$ cat config.mk
export PLATFORM = sky130hd
export DESIGN_NAME = square_position_ctrl_flat
export DESIGN_NICKNAME = d
export VERILOG_FILES = /design/src/rtl/square_position_ctrl_pkg.sv /design/src/rtl/square_position_ctrl_if.sv /design/src/rtl/square_position_ctrl_btn_debounce.sv /design/src/rtl/square_position_ctrl.sv /design/src/flat_wrapper.sv
export SDC_FILE = /design/constraint.sdc
export NUM_CORES = 1
export LEC_CHECK = 0
export BUFFER_PORTS_ARGS = -buffer_cell sky130_fd_sc_hd__buf_4
export CAP_MARGIN = 20
export CORE_ASPECT_RATIO = 1.1
export CORE_UTILIZATION = 29
export CTS_CLUSTER_SIZE = 12
export DETAILED_ROUTE_END_ITERATION = 10
export GPL_TIMING_DRIVEN = 0
export MAX_ROUTING_LAYER = met4
export SETUP_SLACK_MARGIN = 0.15
export SLEW_MARGIN = 20
export SYNTH_ARGS = -nofsm -noshare
export SYNTH_HDL_FRONTEND = slang
export SYNTH_SLANG_ARGS = --single-unit
export TNS_END_PERCENT = 50
$ cat constraint.sdc
create_clock -name Clock -period 5.1 [get_ports Clock]
set_input_delay 0.51 -clock Clock [delete_from_list [all_inputs] [get_ports Clock]]
set_output_delay 0.51 -clock Clock [all_outputs]
set_load 0.005 [all_outputs]
$ cat src/rtl/square_position_ctrl_pkg.sv
// Shared types and helpers for the moving-square position controller:
// direction codes, grid defaults and the per-axis cell stepping rule.
package square_position_ctrl_pkg;

    typedef enum logic [1:0] {
        DIR_NONE = 2'b00,
        DIR_DEC  = 2'b01,
        DIR_INC  = 2'b10
    } dir_e;

    localparam int GRID_MAX_DEF = 6;
    localparam int INIT_X_DEF   = 3;
    localparam int INIT_Y_DEF   = 4;
    localparam int POS_W        = 3;

    typedef logic [POS_W-1:0] pos_t;

    // Edges are handled explicitly so a 3-bit grid never relies on natural overflow.
    function automatic pos_t step_cell(input pos_t cur, input dir_e dir,
                                       input pos_t grid_max, input logic wrap);
        pos_t nxt;
        nxt = cur;
        case (dir)
            DIR_DEC: begin
                if (cur == '0) nxt = wrap ? grid_max : '0;
                else           nxt = cur - pos_t'(1);
            end
            DIR_INC: begin
                if (cur >= grid_max) nxt = wrap ? '0 : grid_max;
                else                 nxt = cur + pos_t'(1);
            end
            default: nxt = cur;
        endcase
        return nxt;
    endfunction

    // Opposite presses in the same cycle cancel and keep the base value.
    function automatic dir_e resolve_dir(input dir_e base, input logic dec, input logic inc);
        dir_e r;
        r = base;
        if (dec && !inc)      r = DIR_DEC;
        else if (inc && !dec) r = DIR_INC;
        return r;
    endfunction

endpackage

$ cat src/rtl/square_position_ctrl_if.sv
// Button/tick inputs and committed-position outputs of the position controller.
interface square_position_ctrl_if;
    import square_position_ctrl_pkg::*;

    logic btn_north;
    logic btn_south;
    logic btn_west;
    logic btn_east;
    logic frame_tick;
    pos_t pos_x;
    pos_t pos_y;
    logic moved;

    modport master (
        output btn_north, btn_south, btn_west, btn_east, frame_tick,
        input  pos_x, pos_y, moved
    );

    modport slave (
        input  btn_north, btn_south, btn_west, btn_east, frame_tick,
        output pos_x, pos_y, moved
    );
endinterface

$ cat src/rtl/square_position_ctrl_btn_debounce.sv
// Two-flop synchroniser plus counting debouncer for one raw push-button;
// emits a registered one-cycle pulse when the debounced level rises.
module btn_debounce #(
    parameter int DEBOUNCE_CYCLES = 1000000
) (
    input  logic Clock,
    input  logic Reset,
    input  logic btn_raw,
    output logic press
);

    localparam int CNT_W = (DEBOUNCE_CYCLES > 1) ? $clog2(DEBOUNCE_CYCLES) : 1;
    localparam logic [CNT_W-1:0] CNT_LAST = CNT_W'(DEBOUNCE_CYCLES - 1);

    logic [1:0]       sync_q, sync_d;
    logic [CNT_W-1:0] cnt_q, cnt_d;
    logic             level_q, level_d;
    logic             press_q, press_d;

    always_comb begin
        sync_d  = {sync_q[0], btn_raw};
        cnt_d   = '0;
        level_d = level_q;
        press_d = 1'b0;
        if (sync_q[1] != level_q) begin
            if (cnt_q == CNT_LAST) begin
                level_d = ~level_q;
                press_d = ~level_q;
            end else begin
                cnt_d = cnt_q + CNT_W'(1);
            end
        end
    end

    always_ff @(posedge Clock or posedge Reset) begin
        if (Reset) begin
            sync_q  <= '0;
            cnt_q   <= '0;
            level_q <= 1'b0;
            press_q <= 1'b0;
        end else begin
            sync_q  <= sync_d;
            cnt_q   <= cnt_d;
            level_q <= level_d;
            press_q <= press_d;
        end
    end

    assign press = press_q;

endmodule

$ cat src/rtl/square_position_ctrl.sv
// Debounces the four direction buttons, collects one pending move per axis
// and commits it to the square's grid position on each frame tick.
module square_position_ctrl
    import square_position_ctrl_pkg::*;
#(
    parameter int DEBOUNCE_CYCLES = 1000000,
    parameter int GRID_MAX        = GRID_MAX_DEF,
    parameter int INIT_X          = INIT_X_DEF,
    parameter int INIT_Y          = INIT_Y_DEF,
    parameter bit WRAP            = 1'b0
) (
    input  logic Clock,
    input  logic Reset,
    square_position_ctrl_if.slave bus
);

    localparam pos_t GRID_L   = pos_t'(GRID_MAX);
    localparam pos_t INIT_X_L = pos_t'(INIT_X);
    localparam pos_t INIT_Y_L = pos_t'(INIT_Y);

    logic press_north;
    logic press_south;
    logic press_west;
    logic press_east;

    btn_debounce #(.DEBOUNCE_CYCLES(DEBOUNCE_CYCLES)) u_db_north (
        .Clock(Clock), .Reset(Reset), .btn_raw(bus.btn_north), .press(press_north)
    );
    btn_debounce #(.DEBOUNCE_CYCLES(DEBOUNCE_CYCLES)) u_db_south (
        .Clock(Clock), .Reset(Reset), .btn_raw(bus.btn_south), .press(press_south)
    );
    btn_debounce #(.DEBOUNCE_CYCLES(DEBOUNCE_CYCLES)) u_db_west (
        .Clock(Clock), .Reset(Reset), .btn_raw(bus.btn_west), .press(press_west)
    );
    btn_debounce #(.DEBOUNCE_CYCLES(DEBOUNCE_CYCLES)) u_db_east (
        .Clock(Clock), .Reset(Reset), .btn_raw(bus.btn_east), .press(press_east)
    );

    pos_t pos_x_q, pos_x_d;
    pos_t pos_y_q, pos_y_d;
    dir_e pend_dx_q, pend_dx_d;
    dir_e pend_dy_q, pend_dy_d;
    logic moved_q, moved_d;

    // The tick commits the moves held before the edge; a press landing on the
    // same edge starts the next frame's pending move instead of being dropped.
    always_comb begin
        pos_x_d   = pos_x_q;
        pos_y_d   = pos_y_q;
        moved_d   = 1'b0;
        pend_dx_d = resolve_dir(bus.frame_tick ? DIR_NONE : pend_dx_q, press_west, press_east);
        pend_dy_d = resolve_dir(bus.frame_tick ? DIR_NONE : pend_dy_q, press_north, press_south);
        if (bus.frame_tick) begin
            pos_x_d = step_cell(pos_x_q, pend_dx_q, GRID_L, WRAP);
            pos_y_d = step_cell(pos_y_q, pend_dy_q, GRID_L, WRAP);
            moved_d = (pos_x_d != pos_x_q) || (pos_y_d != pos_y_q);
        end
    end

    always_ff @(posedge Clock or posedge Reset) begin
        if (Reset) begin
            pos_x_q   <= INIT_X_L;
            pos_y_q   <= INIT_Y_L;
            pend_dx_q <= DIR_NONE;
            pend_dy_q <= DIR_NONE;
            moved_q   <= 1'b0;
        end else begin
            pos_x_q   <= pos_x_d;
            pos_y_q   <= pos_y_d;
            pend_dx_q <= pend_dx_d;
            pend_dy_q <= pend_dy_d;
            moved_q   <= moved_d;
        end
    end

    assign bus.pos_x = pos_x_q;
    assign bus.pos_y = pos_y_q;
    assign bus.moved = moved_q;

endmodule

$ cat src/flat_wrapper.sv
// flat-port wrapper written by rule: the top's interface ports become plain ports
module square_position_ctrl_flat import square_position_ctrl_pkg::*;
#(
    parameter int DEBOUNCE_CYCLES = 1000000,
    parameter int GRID_MAX        = GRID_MAX_DEF,
    parameter int INIT_X          = INIT_X_DEF,
    parameter int INIT_Y          = INIT_Y_DEF,
    parameter bit WRAP            = 1'b0
)
  (Clock, Reset, bus_btn_north, bus_btn_south, bus_btn_west, bus_btn_east, bus_frame_tick, bus_pos_x, bus_pos_y, bus_moved);
  square_position_ctrl_if bus_i ();
  input  logic Clock;
  input  logic Reset;
  input wire logic [$bits(bus_i.btn_north)-1:0] bus_btn_north;
  input wire logic [$bits(bus_i.btn_south)-1:0] bus_btn_south;
  input wire logic [$bits(bus_i.btn_west)-1:0] bus_btn_west;
  input wire logic [$bits(bus_i.btn_east)-1:0] bus_btn_east;
  input wire logic [$bits(bus_i.frame_tick)-1:0] bus_frame_tick;
  output wire logic [$bits(bus_i.pos_x)-1:0] bus_pos_x;
  output wire logic [$bits(bus_i.pos_y)-1:0] bus_pos_y;
  output wire logic [$bits(bus_i.moved)-1:0] bus_moved;
  assign bus_i.btn_north = bus_btn_north;
  assign bus_i.btn_south = bus_btn_south;
  assign bus_i.btn_west = bus_btn_west;
  assign bus_i.btn_east = bus_btn_east;
  assign bus_i.frame_tick = bus_frame_tick;
  assign bus_pos_x = bus_i.pos_x;
  assign bus_pos_y = bus_i.pos_y;
  assign bus_moved = bus_i.moved;
  square_position_ctrl #(.DEBOUNCE_CYCLES(DEBOUNCE_CYCLES), .GRID_MAX(GRID_MAX), .INIT_X(INIT_X), .INIT_Y(INIT_Y), .WRAP(WRAP)) u_core (.Clock(Clock), .Reset(Reset), .bus(bus_i));
endmodule
==> metrics <==
Worst Skew slightly above 0.005 ns; antenna viol nets, final 0; n_diodes 0; R2R Setup Slk a little under 3 ns; initial antenna violation count 0; Synth top cells by count 104 x dfrtp_1, 99 x nor2_1, 44 x xnor2_1; syn_nets around 550; Post-Synth Adder-Cell Area about 4.6%; total power between 1.5 and 2 mW; combinational family with the most area after synthesis simple AND/OR/NAND/NOR gates; R2R Path End u_core.bus.moved; fin nets ~580; WHS between 0.1 and 0.15 ns; worst min-delay path category primary input to async pin; clock latency on the worst-skew pair 0.35 ns; RSZ-0062 raised after global routing false; Synth area leader dfrtp_1; WL per Instance roughly 11 um; Core Util, Final between 30% and 40%; CTS Hold Bufs 0; largest net degree at the start of global routing 75; Main synth FF type dfrtp_1; Max-slew headroom 68.8%; sequential share of power between 50% and 60%; Synth Cell Area about 5300 um^2; Synth Area in Compound Gates roughly 4.6%; Post-DP Area around 5700 um^2; vias in the first global route roughly 3800; non-filler cells, final 796; area of the core 17800 um^2; synth top area cells dfrtp_1 49%, xnor2_1 7.3%, nor2_1 7.0%; Distinct cells, synth between 50 and 60; P_sw ~0.4 mW; post-CTS setup buffer count 0; cts repair resizes 0; Cells after Synth about 530; Final Cell Area approximately 6100 um^2; clk sinks approximately 110; crit path DAT between 2 and 2.5 ns; CTS buffer count 9; Max Clk Rate 464 MHz; reg2reg path depth 7; pre-CTS WS 2.94 ns; critical path class register to register; Tmin final between 2 and 2.5 ns; setup ws final 2.94 ns; First-pass DRT Iterations 5; MaxCap Viol Count 0; share of layout cells above drive strength 1 under 10%; via count 3667; Via density between 4 and 5; Core Rows 51; GRT Util Overall a little under an eighth; crit path capture u_core.bus.moved; PortBufs 12; clk root buf clkbuf_16; leakage about 2.6 nW; Detailed Route WL between 9000 and 10000 um; Syn Area/Cell 10.0 um^2; area delta synth->final 14.2%; GPL Wtd Cong 0.797; total grt overflow 0; status completed; P_int between 1 and 1.5 mW; fillers approximately 1800; combinational power share 5.7%; Worst Tran Pin Value 0.464 ns; Post-DP HPWL about 6400 um; I/O Pins 14; Placed Cells incl. Taps 780; die area about 19000 um^2; flops & latches, synth 107; Initial Utilization around 30%; Switching Fraction ~23%; reg-to-reg critical path startpoint u_core.bus.pos_y[1]; ys async rst share between 90% and 100%; Die Width around 130 um; DRC viols 0; mux contribution to synthesized area 1.34%; Die H 144 um; simple-gate share of the synthesized area a little under a quarter; Clk pin slew, worst setup/hold paths around 0.07 ns; clock buffer depth 2; CTS H-Tree Depth 3; Synth Area in XOR/XNOR about an eighth; Synthesis Warnings 0; Worst setup startpoint u_core.bus.pos_y[1]; Tcrit/Tclk final 42.3%; CP Capture Type register; post-synthesis sequential area ratio 50.5%; Slew Viols, Final 0; crit start category register; Pwr per Cell Area between 200 and 300 nW/um^2; count leader, synth dfrtp_1; sum of negative setup slack 0 ns; Clk pwr share between 40% and 50%; Critical Path RT roughly 5.3 ns; crit path max fanout 10; number of synthesized flops with an enable pin 0; VDD IR-drop max 0.189 mV; Initial DRC Count ~150; CTS tree built; global-route wire length before repair ~16000 um; final hold vios 0; share of the synthesized area in the top cell type between 40% and 50%; Final Setup Violations 0
## registers in the layout (all words and copies together) (netlist names), 2 cells and up
name,count
u_core.pend_dy_q,2
u_core.u_db_west.cnt_q,20
u_core.u_db_south.sync_q,2
u_core.bus.pos_x,3
u_core.pend_dx_q,2
u_core.u_db_west.sync_q,2
u_core.u_db_south.cnt_q,20
u_core.bus.pos_y,3
u_core.u_db_east.cnt_q,20
u_core.u_db_north.cnt_q,20
u_core.u_db_north.sync_q,2
u_core.u_db_east.sync_q,2
## worst min path at each step
stage                                        to  slack (ns)  cells past startpoint
CTS                  u_core.u_db_west.sync_q[0]        0.13                      2
finish               u_core.u_db_west.sync_q[0]        0.13                      2
floorplan            u_core.u_db_east.sync_q[1]        0.33                      0
global placement     u_core.u_db_west.sync_q[1]        0.34                      0
global route        u_core.u_db_north.cnt_q[17]        0.14                      2
detailed placement   u_core.u_db_west.sync_q[1]        0.34                      0
## critical path: stages, from the launching register on
cell and delay [ns]:
dfrtp_1 0.49, inv_1 0.10, ha_1 0.20, mux2_2 0.36, a221oi_2 0.31, o221ai_1 0.16, nor2b_1 0.15, o31a_1 0.28
## cells by family after synthesis
kind of cell | count (synthesis)
AND/OR/NAND/NOR | 250
flip-flops | 107
XOR/XNOR | 76
AO/OA/AOI/OAI | 36
buffers and inverters | 34
adder cells (fa/ha/maj) | 20
multiplexers | 6
## layer usage
layer  share of wire [%]  global-route usage, %
met2                  48                   18.8
met4                 1.2                   3.39
met1                  47                   13.1
met3                 3.4                   3.24
met5                   0                      -
## final cells by class
class / count / area [um^2] / area share [%]
Sequential cell: 107 / 2680 / 44.2
Multi-Input combinational cell: 388 / 2480 / 40.9
Tap cell: 238 / 298 / 4.91
Clock buffer: 9 / 225 / 3.72
Timing Repair Buffer: 13 / 118 / 1.94
Clock inverter: 7 / 106 / 1.76
Inverter: 25 / 98.8 / 1.63
Buffer: 9 / 55.1 / 0.909
## power by group through the flow
stage,clock network (mW),registers [mW],logic (mW)
global route,0.823,0.893,0.117
CTS,0.792,0.890,0.104
finish,0.764,0.890,0.101
detailed placement,0,0.906,0.103
global placement,0,0.905,0.0957
floorplan,0,0.902,0.0690
## placed cells by master (no fill, tap or decap), types with 12 or more instances in the layout
cell type,n
dfrtp_1,104
nor2_1,99
xnor2_1,44
nand2_1,36
xor2_1,32
nand3_1,25
inv_1,24
ha_1,18
buf_4,15
nand4_1,15
nor3_1,14
and3_1,12
(Power assumes the default switching activity.)
